[src/rtl/muldiv_iter_pkg.sv]
// Shared encodings for the iterative multiply/divide unit.
// Holds the op_i encodings, the FSM states and small op-decode helpers.
package muldiv_iter_pkg;

    typedef enum logic [1:0] {
        MD_MULT  = 2'b00,
        MD_MULTU = 2'b01,
        MD_DIV   = 2'b10,
        MD_DIVU  = 2'b11
    } md_op_e;

    typedef enum logic [1:0] {
        ST_IDLE = 2'b00,
        ST_CALC = 2'b01,
        ST_FIX  = 2'b10,
        ST_DONE = 2'b11
    } md_state_e;

    function automatic logic op_is_div(input md_op_e op);
        return op[1];
    endfunction

    function automatic logic op_is_signed(input md_op_e op);
        return ~op[0];
    endfunction

endpackage

[src/rtl/muldiv_iter_step.sv]
// One iteration of the shared engine: BPC chained shift-add (multiply)
// or restoring subtract-compare (divide) steps on the {hi, lo} accumulator.
module muldiv_iter_step #(
    parameter int unsigned WIDTH = 32,
    parameter int unsigned BPC   = 1
) (
    input  logic             is_div_i,
    input  logic [WIDTH-1:0] hi_i,
    input  logic [WIDTH-1:0] lo_i,
    input  logic [WIDTH-1:0] b_i,
    output logic [WIDTH-1:0] hi_c_o,
    output logic [WIDTH-1:0] lo_c_o
);

    logic [WIDTH:0] sum;
    logic [WIDTH:0] rr;
    logic           ge;

    // Multiply retires the multiplier LSB into lo; divide shifts the dividend MSB into the remainder.
    always_comb begin
        hi_c_o = hi_i;
        lo_c_o = lo_i;
        sum    = '0;
        rr     = '0;
        ge     = 1'b0;
        for (int i = 0; i < int'(BPC); i++) begin
            if (is_div_i) begin
                rr     = {hi_c_o, lo_c_o[WIDTH-1]};
                ge     = (rr >= {1'b0, b_i});
                hi_c_o = ge ? WIDTH'(rr - {1'b0, b_i}) : rr[WIDTH-1:0];
                lo_c_o = {lo_c_o[WIDTH-2:0], ge};
            end else begin
                sum    = {1'b0, hi_c_o} + ({(WIDTH+1){lo_c_o[0]}} & {1'b0, b_i});
                hi_c_o = sum[WIDTH:1];
                lo_c_o = {sum[0], lo_c_o[WIDTH-1:1]};
            end
        end
    end

endmodule

[src/rtl/muldiv_iter.sv]
// Iterative signed/unsigned MULT/DIV engine for the EX stage.
// Operates on operand magnitudes and applies the sign fix in one extra cycle.
module muldiv_iter
    import muldiv_iter_pkg::*;
#(
    parameter int unsigned WIDTH = 32,
    parameter int unsigned BPC   = 1
) (
    input  logic             clk,
    input  logic             rst,
    input  logic             start_i,
    input  logic [1:0]       op_i,
    input  logic [WIDTH-1:0] opa_i,
    input  logic [WIDTH-1:0] opb_i,
    input  logic             annul_i,
    output logic             busy_o,
    output logic             ready_o,
    output logic [WIDTH-1:0] hi_o,
    output logic [WIDTH-1:0] lo_o,
    output logic             dz_o
);

    localparam int unsigned N     = WIDTH / BPC;
    localparam int unsigned CNT_W = $clog2(N + 1);

    md_state_e        state_q, state_d;
    logic [CNT_W-1:0] cnt_q, cnt_d;
    logic             is_div_q, is_div_d;
    logic             neg_lo_q, neg_lo_d;
    logic             neg_hi_q, neg_hi_d;
    logic [WIDTH-1:0] b_q, b_d;
    logic [WIDTH-1:0] acc_hi_q, acc_hi_d;
    logic [WIDTH-1:0] acc_lo_q, acc_lo_d;
    logic [WIDTH-1:0] hi_q, hi_d;
    logic [WIDTH-1:0] lo_q, lo_d;
    logic             dz_q, dz_d;
    logic             busy_q, busy_d;
    logic             ready_q, ready_d;

    md_op_e             op;
    logic               signed_op, div_op, a_neg, b_neg, accept;
    logic [WIDTH-1:0]   a_mag, b_mag;
    logic [WIDTH-1:0]   step_hi, step_lo;
    logic [2*WIDTH-1:0] prod;

    // Operand decode for the accept cycle.
    always_comb begin
        op        = md_op_e'(op_i);
        signed_op = op_is_signed(op);
        div_op    = op_is_div(op);
        a_neg     = signed_op & opa_i[WIDTH-1];
        b_neg     = signed_op & opb_i[WIDTH-1];
        a_mag     = a_neg ? -opa_i : opa_i;
        b_mag     = b_neg ? -opb_i : opb_i;
        accept    = start_i & ~annul_i & ((state_q == ST_IDLE) | (state_q == ST_DONE));
    end

    muldiv_iter_step #(
        .WIDTH (WIDTH),
        .BPC   (BPC)
    ) u_step (
        .is_div_i (is_div_q),
        .hi_i     (acc_hi_q),
        .lo_i     (acc_lo_q),
        .b_i      (b_q),
        .hi_c_o   (step_hi),
        .lo_c_o   (step_lo)
    );

    always_comb begin
        state_d  = state_q;
        cnt_d    = cnt_q;
        is_div_d = is_div_q;
        neg_lo_d = neg_lo_q;
        neg_hi_d = neg_hi_q;
        b_d      = b_q;
        acc_hi_d = acc_hi_q;
        acc_lo_d = acc_lo_q;
        hi_d     = hi_q;
        lo_d     = lo_q;
        dz_d     = dz_q;
        prod     = '0;

        case (state_q)
            ST_IDLE, ST_DONE: begin
                state_d = ST_IDLE;
                if (accept) begin
                    is_div_d = div_op;
                    neg_lo_d = a_neg ^ b_neg;
                    neg_hi_d = div_op & a_neg;
                    acc_hi_d = '0;
                    acc_lo_d = div_op ? a_mag : b_mag;
                    b_d      = div_op ? b_mag : a_mag;
                    cnt_d    = '0;
                    // Divide by zero skips the engine and reports immediately.
                    if (div_op && (opb_i == '0)) begin
                        state_d = ST_DONE;
                        hi_d    = opa_i;
                        lo_d    = '1;
                        dz_d    = 1'b1;
                    end else begin
                        state_d = ST_CALC;
                    end
                end
            end
            ST_CALC: begin
                if (annul_i) begin
                    state_d = ST_IDLE;
                end else begin
                    acc_hi_d = step_hi;
                    acc_lo_d = step_lo;
                    cnt_d    = cnt_q + CNT_W'(1);
                    if (cnt_q == CNT_W'(N - 1)) begin
                        state_d = ST_FIX;
                    end
                end
            end
            ST_FIX: begin
                if (annul_i) begin
                    state_d = ST_IDLE;
                end else begin
                    prod = neg_lo_q ? -{acc_hi_q, acc_lo_q} : {acc_hi_q, acc_lo_q};
                    if (is_div_q) begin
                        lo_d = neg_lo_q ? -acc_lo_q : acc_lo_q;
                        hi_d = neg_hi_q ? -acc_hi_q : acc_hi_q;
                    end else begin
                        hi_d = prod[2*WIDTH-1:WIDTH];
                        lo_d = prod[WIDTH-1:0];
                    end
                    dz_d    = 1'b0;
                    state_d = ST_DONE;
                end
            end
            default: state_d = ST_IDLE;
        endcase

        busy_d  = (state_d == ST_CALC) || (state_d == ST_FIX);
        ready_d = (state_d == ST_DONE);
    end

    always_ff @(posedge clk) begin
        if (rst) begin
            state_q  <= ST_IDLE;
            cnt_q    <= '0;
            is_div_q <= 1'b0;
            neg_lo_q <= 1'b0;
            neg_hi_q <= 1'b0;
            b_q      <= '0;
            acc_hi_q <= '0;
            acc_lo_q <= '0;
            hi_q     <= '0;
            lo_q     <= '0;
            dz_q     <= 1'b0;
            busy_q   <= 1'b0;
            ready_q  <= 1'b0;
        end else begin
            state_q  <= state_d;
            cnt_q    <= cnt_d;
            is_div_q <= is_div_d;
            neg_lo_q <= neg_lo_d;
            neg_hi_q <= neg_hi_d;
            b_q      <= b_d;
            acc_hi_q <= acc_hi_d;
            acc_lo_q <= acc_lo_d;
            hi_q     <= hi_d;
            lo_q     <= lo_d;
            dz_q     <= dz_d;
            busy_q   <= busy_d;
            ready_q  <= ready_d;
        end
    end

    assign busy_o  = busy_q;
    assign ready_o = ready_q;
    assign hi_o    = hi_q;
    assign lo_o    = lo_q;
    assign dz_o    = dz_q;

endmodule
[config.mk]
export PLATFORM = sky130hd
export DESIGN_NAME = muldiv_iter
export DESIGN_NICKNAME = d
export VERILOG_FILES = /design/src/rtl/muldiv_iter_pkg.sv /design/src/rtl/muldiv_iter_step.sv /design/src/rtl/muldiv_iter.sv
export SDC_FILE = /design/constraint.sdc
export NUM_CORES = 1
export LEC_CHECK = 0
export BUFFER_PORTS_ARGS = -buffer_cell sky130_fd_sc_hd__buf_2
export CAP_MARGIN = 20
export CORE_MARGIN = 2
export CORE_UTILIZATION = 25
export DETAILED_ROUTE_END_ITERATION = 10
export SYNTH_ARGS = -nofsm -noshare
export SYNTH_HDL_FRONTEND = slang
export SYNTH_SLANG_ARGS = --single-unit
[constraint.sdc]
create_clock -name clk -period 5.4 [get_ports clk]
set_clock_uncertainty 0.15 [all_clocks]
set_input_delay 1.08 -clock clk [delete_from_list [all_inputs] [get_ports clk]]
set_output_delay 1.08 -clock clk [all_outputs]
set_load 0.02 [all_outputs]
==> summary.md, run 1 <==
| Metric | Value |
|---|---|
| Gr ovfl total | 0 |
| Cell area after placement | 16300 um2 |
| Min Tclk post-route | 4.02 ns |
| Hold WC Path Type | reg -> reg |
| Crit start category | register |
| Final hold violation count | 0 |
| Syn_nets | 2179 |
| Crit. End Element | register |
| Mapped Area | 15000 um2 |
| Vias in the first global route | 14100 |
| Number of gates resized after cts | 0 |
| Ys Warns | 0 |
| Final instance area | 16900 um2 |
| Final period util | 74.4% |
| Crit path DAT | 4.23 ns |
| Die H | 249 um |
| Vias per cell | 5.43 |
| Nets | 2219 |
| Port Buf Inserts | 136 |
| DRT iter0 DRCs | 1696 |
| Internal | 2.30 mW |
| Post-synth top flop | dfxtp_1 |
| Critical Path RT | 5.61 ns |
| Net Sw Power | 1.29 mW |
| Normalized max-slew margin | 32.3% |
| Starting Density | 25.3% |
| DRC viols | 18 |
| Worst-Margin Slew | 1.02 ns |
| Setup violations, final | 0 |
| Final std cells w/o fill | 2862 |
| Num rows | 89 |
| Power Dens Cells | 213 nW/um2 |
| Post-route ant nets | 0 |
| Setup TNS | 0 ns |
| Reg2reg path depth | 11 |
| Skew-Pair Late Insertion Delay | 0.47 ns |
| Cells after Synth | 2035 |
| Status | finished with violations |
| Most common cell after layout, fill and taps aside | nor2_1 |
| Drt first pass iters | 8 |
| Sw Ratio | 36.0% |
| Pleak | 6.67 nW |
| Critical path class | reg -> reg |
| Initial antenna violation count | 2 |
| Max Slew Vio Count | 0 |
| Failing checks | design-rule violations |
| WL per Instance | 20.6 um |
| Clock network power share | 36.3% |
| Maxcap violations | 0 |
| Hold depth | 2 |
| Post-CTS Setup Inserts | 0 |
| Post-synth ARST share | 0% |
| CTS tree | built |
| First-pass GRT wire length | 88100 um |
| I/O Pins | 137 |
| Sequential power share | 38.4% |
| DP HPWL | 45500 um |
| H-tree Lvls | 4 |
| Mean Syn Cell Area | 7.35 um2 |
| Die Area | 61800 um2 |
| Total track usage | 18.3% |
| Layout area overhead | 12.9% |
| EDFF count, synth | 0 |
| Filler Cell Count | 6509 |
| Most frequent cells in the layout | nor2_1, a21oi_1, dfxtp_1, nand2_1, buf_2 |
| Cell count after placement | 2829 |
| Worst vdd ir | 0.219 mV |
| Post-synthesis sequential area ratio | 23.3% |
| Die Wd | 249 um |
| Core area | 59100 um2 |
| RePlAce Congestion | 0.929 |
| Comb power frac | 25.3% |
| Routed vias | 15500 |
| Unrepaired setup endpoints after global routing | no |
| Largest net degree at the start of global routing | 82 |
| CTS root buf | clkbuf_16 |
| Total wire length | 58900 um |
| Max Buffers Root-to-Sink | 2 |
| Clk slew on worst S/H paths | 0.08 ns |
| Peak Freq | 249 MHz |
| Final core utilization | 28.5% |
| Max FO, Critical Path | 26 |
| Fraction of layout instances using a drive strength above 1 | 12.3% |
| CTS Hold Bufs | 0 |
| Distinct cell type count after synthesis | 80 |
| Clock Sink Count | 174 |
| #FFs+latches synth | 174 |
| CTS Buf Count | 17 |
-- registers in the layout, summed over array words and instances (netlist names) --
name and cells:
cnt_q 6, ready_o 1, b_q 32, busy_o 1
acc_hi_q 32, dz_o 1, lo_o 32, state_q 2
acc_lo_q 32, is_div_q 1, neg_hi_q 1, hi_o 32
neg_lo_q 1
-- Yosys cell counts (10+ instances only) --
library cell    n  share of area (%)
nor3_1         66                2.2
xnor2_1        88                5.2
mux2_2         30                2.3
or3_1          23               0.96
nor4_1         25                1.0
and3_1         12               0.50
o31ai_1        25                1.3
o21ai_0       114                3.8
a21o_1         32                1.6
buf_2          16               0.54
inv_1          76                1.9
nor2b_1        11               0.46
a31oi_1        22               0.92
mux2i_1        39                2.6
and2_1         12               0.50
xor2_1         84                4.9
o211ai_1       26                1.3
nand3_1        39                1.3
a21oi_1       176                5.9
ha_1           72                6.0
or4_1          10               0.50
dfxtp_1       174                 23
nand2_1       162                4.1
clkbuf_1      112                2.8
nand4_1        24                1.0
a311oi_1       36                2.1
a211oi_1       81                4.1
nor2_1        273                6.9
-- metrics by stage --
stage	worst slack, ns	hold WS [ns]	power (mW)
after CTS	1.47	0.308	3.58
after global placement	1.28	0.291	2.30
final	1.38	0.308	3.59
after global routing	1.05	0.329	3.73
after floorplan	2.10	0.282	2.00
after detailed placement	1.26	0.299	2.30
-- worst max-delay path, stage by stage, from the launching register on --
cell and delay [ns]:
dfxtp_1 0.57, ha_1 0.37, a21oi_1 0.23, and2_1 0.19, nand2_1 0.12, a21oi_1 0.35, o21ai_1 0.28, a21oi_4 0.67
buf_4 0.46, mux2i_1 0.23, a21oi_1 0.08, a22o_1 0.21
-- kinds of logic (layout without fill, tap and decap cells) --
| kind of cell | count (synthesis) | in the layout | share of synthesized area [%] |
|---|---|---|---|
| other cells | 0 | 1 | 0 |
| flops | 174 | 174 | 23.3 |
| simple gates | 703 | 703 | 22.1 |
| fa+ha+maj | 74 | 74 | 6.29 |
| compound gates | 625 | 625 | 27.6 |
| buf+inv | 218 | 271 | 5.78 |
| mux | 69 | 69 | 4.87 |
| xor+xnor | 172 | 172 | 10.1 |
-- per-layer routing --
layer | global-route usage (%) | wire, um | up-vias
met5 | 0 | 0 | -
met4 | 6.27 | 1930 | 0
met3 | 3.88 | 5210 | 112
met2 | 27.1 | 24700 | 663
met1 | 25.9 | 27000 | 7249
li1 | - | - | 7514
-- final cells by class --
type / instances / area (um2) / area share (%)
Clock inverter: 15 / 179 / 1.06
Timing Repair Buffer: 162 / 891 / 5.28
Antenna cell: 1 / 2.50 / 0.0148
Inverter: 77 / 289 / 1.71
Tap cell: 773 / 967 / 5.73
Sequential cell: 174 / 3480 / 20.6
Clock buffer: 17 / 425 / 2.52
Multi-Input combinational cell: 1643 / 10600 / 63.0
-- power by group through the flow --
stage                     registers [mW]  logic [mW]  clock network, mW
after global placement              1.41       0.891                  0
after floorplan                     1.38       0.627                  0
after detailed placement            1.41       0.888                  0
final                               1.38       0.910               1.30
after global routing                1.39       0.982               1.36
after CTS                           1.38       0.893               1.31
-- path summary, 6_finish.rpt --
kind                                          startpoint                       end  slack (ns)
worst max register to register  acc_hi_q[3]$_SDFFE_PP0P_  acc_hi_q[5]$_SDFFE_PP0P_        1.38
worst min-delay path                b_q[23]$_SDFFE_PP0P_      b_q[23]$_SDFFE_PP0P_        0.31
worst min register to register      b_q[23]$_SDFFE_PP0P_      b_q[23]$_SDFFE_PP0P_        0.31
worst max-delay path            acc_hi_q[3]$_SDFFE_PP0P_  acc_hi_q[5]$_SDFFE_PP0P_        1.38
No activity file was read; power rests on OpenSTA's default activity.
==> run 2: changes to the inputs <==
Clock period 5.4 ns to 3.5 ns, I/O delays scaled along.
==> summary.md, run 2 (synthesized netlist as in run 1, its figures left out) <==
| Metric | Value |
|---|---|
| Die Wd | 249 um (unchanged) |
| Die H | 249 um (unchanged) |
| Min Tclk post-route | 3.33 ns (-0.691 ns) |
| Worst-path cell chain | and2_1 > ha_1 > inv_1 > fa_1 > nand2b_4 > a211oi_1 > buf_4 > o2111ai_1 > buf_4 > nand3_1 > a31oi_1 > buf_4 > o21ai_0 > xnor2_1 > o22ai_1 > a21o_1 |
| Worst-Margin Slew | 0.874 ns (-0.142 ns) |
| Largest net degree at the start of global routing | 72 (-12%) |
| Reg2reg path depth | 16 (+5) |
| Crit path largest cell delay | 0.42 ns (-0.25 ns) |
| Layout area overhead | 22.2% |
| Num rows | 89 (unchanged) |
| Tot Pwr | 5.65 mW (+57%) |
| Port Buf Inserts | 136 (unchanged) |
| Initial antenna violation count | 2 (unchanged) |
| Gr ovfl total | 0 (unchanged) |
| Setup violations, final | 0 (unchanged) |
| I/O Pins | 137 (unchanged) |
| Drt first pass iters | 9 (+1) |
| Post-route ant nets | 0 (unchanged) |
| Clock network power share | 33.3% (-3.0 points) |
| R2r endpoint | acc_hi_q[25]$_SDFFE_PP0P_ |
| Sw Ratio | 35.6% (-0.42 points) |
| Setup TNS | 0 ns (unchanged) |
| WL per Instance | 20.6 um (about the same) |
| Total track usage | 19.4% (+1.1 points) |
| Net Sw Power | 2.01 mW (+55%) |
| Clk slew on worst S/H paths | 0.07 ns (about the same) |
| Vias in the first global route | 14700 (+4.4%) |
| Worst vdd ir | 0.382 mV (+75%) |
| Total wire length | 62600 um (+6.4%) |
| R2R setup slack | 0.17 ns (-1.21 ns) |
| H-tree Lvls | 4 (unchanged) |
| Cell count along the critical path | 16 (+5) |
| Cell area after placement | 17600 um2 (+8.3%) |
| Final instance area | 18300 um2 (+8.3%) |
| Top Family by Delay on Critical Path | compound AO/OA/AOI/OAI gates |
| CTS root buf | clkbuf_16 |
| Critical R2R Launch | b_q[0]$_SDFFE_PP0P_ |
| Crit path to | acc_hi_q[25]$_SDFFE_PP0P_ |
| DP HPWL | 49700 um (+9.2%) |
| Fraction of layout instances using a drive strength above 1 | 19.7% (+7.4 points) |
| Most common cell after layout, fill and taps aside | nor2_1 |
| Internal | 3.64 mW (+58%) |
| Max Slew Vio Count | 0 (unchanged) |
| Crit. End Element | register |
| Final hold violation count | 0 (unchanged) |
| Pleak | 7.56 nW (+13%) |
| Skew-Pair Late Insertion Delay | 0.48 ns (about the same) |
| Clock Sink Count | 174 (unchanged) |
| Most frequent cells in the layout | nor2_1, buf_4, a21oi_1, dfxtp_1, nand2_1 |
| Crit start category | register |
| First-pass GRT wire length | 92900 um (+5.5%) |
| Final period util | 95.1% (+21 points) |
| Hold WC Path Type | reg -> reg |
| Routed vias | 16500 (+6.5%) |
| Filler Cell Count | 6364 (-2.2%) |
| Crit path DAT | 3.54 ns (-0.69 ns) |
| Core area | 59100 um2 (unchanged) |
| Peak Freq | 300 MHz (+21%) |
| Normalized max-slew margin | 41.8% (+9.5 points) |
| Max FO, Critical Path | 3 (-88%) |
| Critical path buffers and inverters | 4 (+3) |
| Critical Path RT | 3.71 ns (-1.90 ns) |
| Sequential power share | 37.1% (-1.3 points) |
| DRT iter0 DRCs | 1952 (+15%) |
| Status | finished with violations |
| CTS tree | built |
| Comb power frac | 29.6% (+4.3 points) |
| Power Dens Cells | 309 nW/um2 (+45%) |
| Failing checks | design-rule violations |
| Die Area | 61800 um2 (unchanged) |
| RePlAce Congestion | 0.965 (+3.9%) |
| Hold depth | 2 (unchanged) |
| Critical Path Source | b_q[0]$_SDFFE_PP0P_ |
| DRC viols | 18 (unchanged) |
| Nets | 2401 (+8.2%) |
| Starting Density | 25.3% (unchanged) |
| CTS Buf Count | 17 (unchanged) |
| Slowest cell on crit path | fa_1 |
| Critical path class | reg -> reg |
| Maxcap violations | 0 (unchanged) |
| Vias per cell | 5.44 (+0.17%) |
| Max Buffers Root-to-Sink | 2 (unchanged) |
| Crit path top cell by count | buf_4 |
[run 2: changes by cell type in the layout (fill, tap and decap cells not counted), moves of 2 or more]
cell        before  now
a21oi_1        175  173
a21oi_2          0    2
buf_12           1    4
a31oi_1         22   20
inv_8            4    0
clkinvlp_4       2    6
clkbuf_8         0    2
a31oi_2          0    2
buf_4           26  204
clkinv_8         3    0
[run 2: through the flow]
step | instances | util [%] | worst slack (ns) | hold WS (ns)
2_1_floorplan | 2035 | - | 0.238 | 0.282
3_3_place_gp | 3005 | 29.8 | -0.00642 | 0.291
3_5_place_dp | 3005 | 29.8 | -0.0507 | 0.293
4_1_cts | 3036 | 30.7 | 0.0278 | 0.303
5_1_grt | 3042 | 30.9 | -0.00566 | 0.329
6_report | 3043 | 30.9 | 0.171 | 0.302
[run 2: cell type report]
class	instances	area, um2	area share, %
Multi-Input combinational cell	1643	10700	58.5
Sequential cell	174	3490	19.1
Timing Repair Buffer	343	2290	12.5
Tap cell	773	967	5.29
Clock buffer	20	457	2.50
Inverter	77	293	1.60
Clock inverter	11	83.8	0.459
Timing Repair inverter	1	7.51	0.0411
Antenna cell	1	2.50	0.0137
[run 2: per-layer routing]
metal	wire length (um)	GRT usage, %	vias to the layer above
met5	26	0	-
met4	1990	6.30	4
met3	5620	4.34	111
met2	26400	28.7	725
met1	28600	27.6	7836
li1	-	-	7872
[run 2: timing repair]
item                                   in CTS  in global routing
setup endpoints to repair                   2                 19
hold buffers                                0                  0
setup buffers                               0                  5
gates cloned                                0                  1
endpoints found under the hold margin       0                  0
resized for setup                           1                 15
pin swaps                                   0                  4
[run 2: how the worst min path moves through the flow]
stage                              start                    to  slack [ns]
finish              hi_o[1]$_SDFFE_PP0P_  hi_o[1]$_SDFFE_PP0P_        0.30
global route        b_q[18]$_SDFFE_PP0P_  b_q[18]$_SDFFE_PP0P_        0.33
CTS                 hi_o[1]$_SDFFE_PP0P_  hi_o[1]$_SDFFE_PP0P_        0.30
detailed placement  hi_o[1]$_SDFFE_PP0P_  hi_o[1]$_SDFFE_PP0P_        0.29
global placement     b_q[8]$_SDFFE_PP0P_   b_q[8]$_SDFFE_PP0P_        0.29
floorplan           b_q[30]$_SDFFE_PP0P_  b_q[30]$_SDFFE_PP0P_        0.28
[run 2: power groups by stage]
stage / clock network (mW) / registers [mW] / logic, mW
floorplan: 0 / 2.13 / 0.967
global placement: 0 / 2.14 / 1.62
detailed placement: 0 / 2.14 / 1.61
CTS: 1.89 / 2.09 / 1.62
global route: 1.97 / 2.10 / 1.79
finish: 1.88 / 2.10 / 1.67
[run 2: tightest hold or removal path: stages (launching register included)]
cell and delay [ns]:
dfxtp_1 0.31, nand2_1 0.05, a21oi_1 0.05
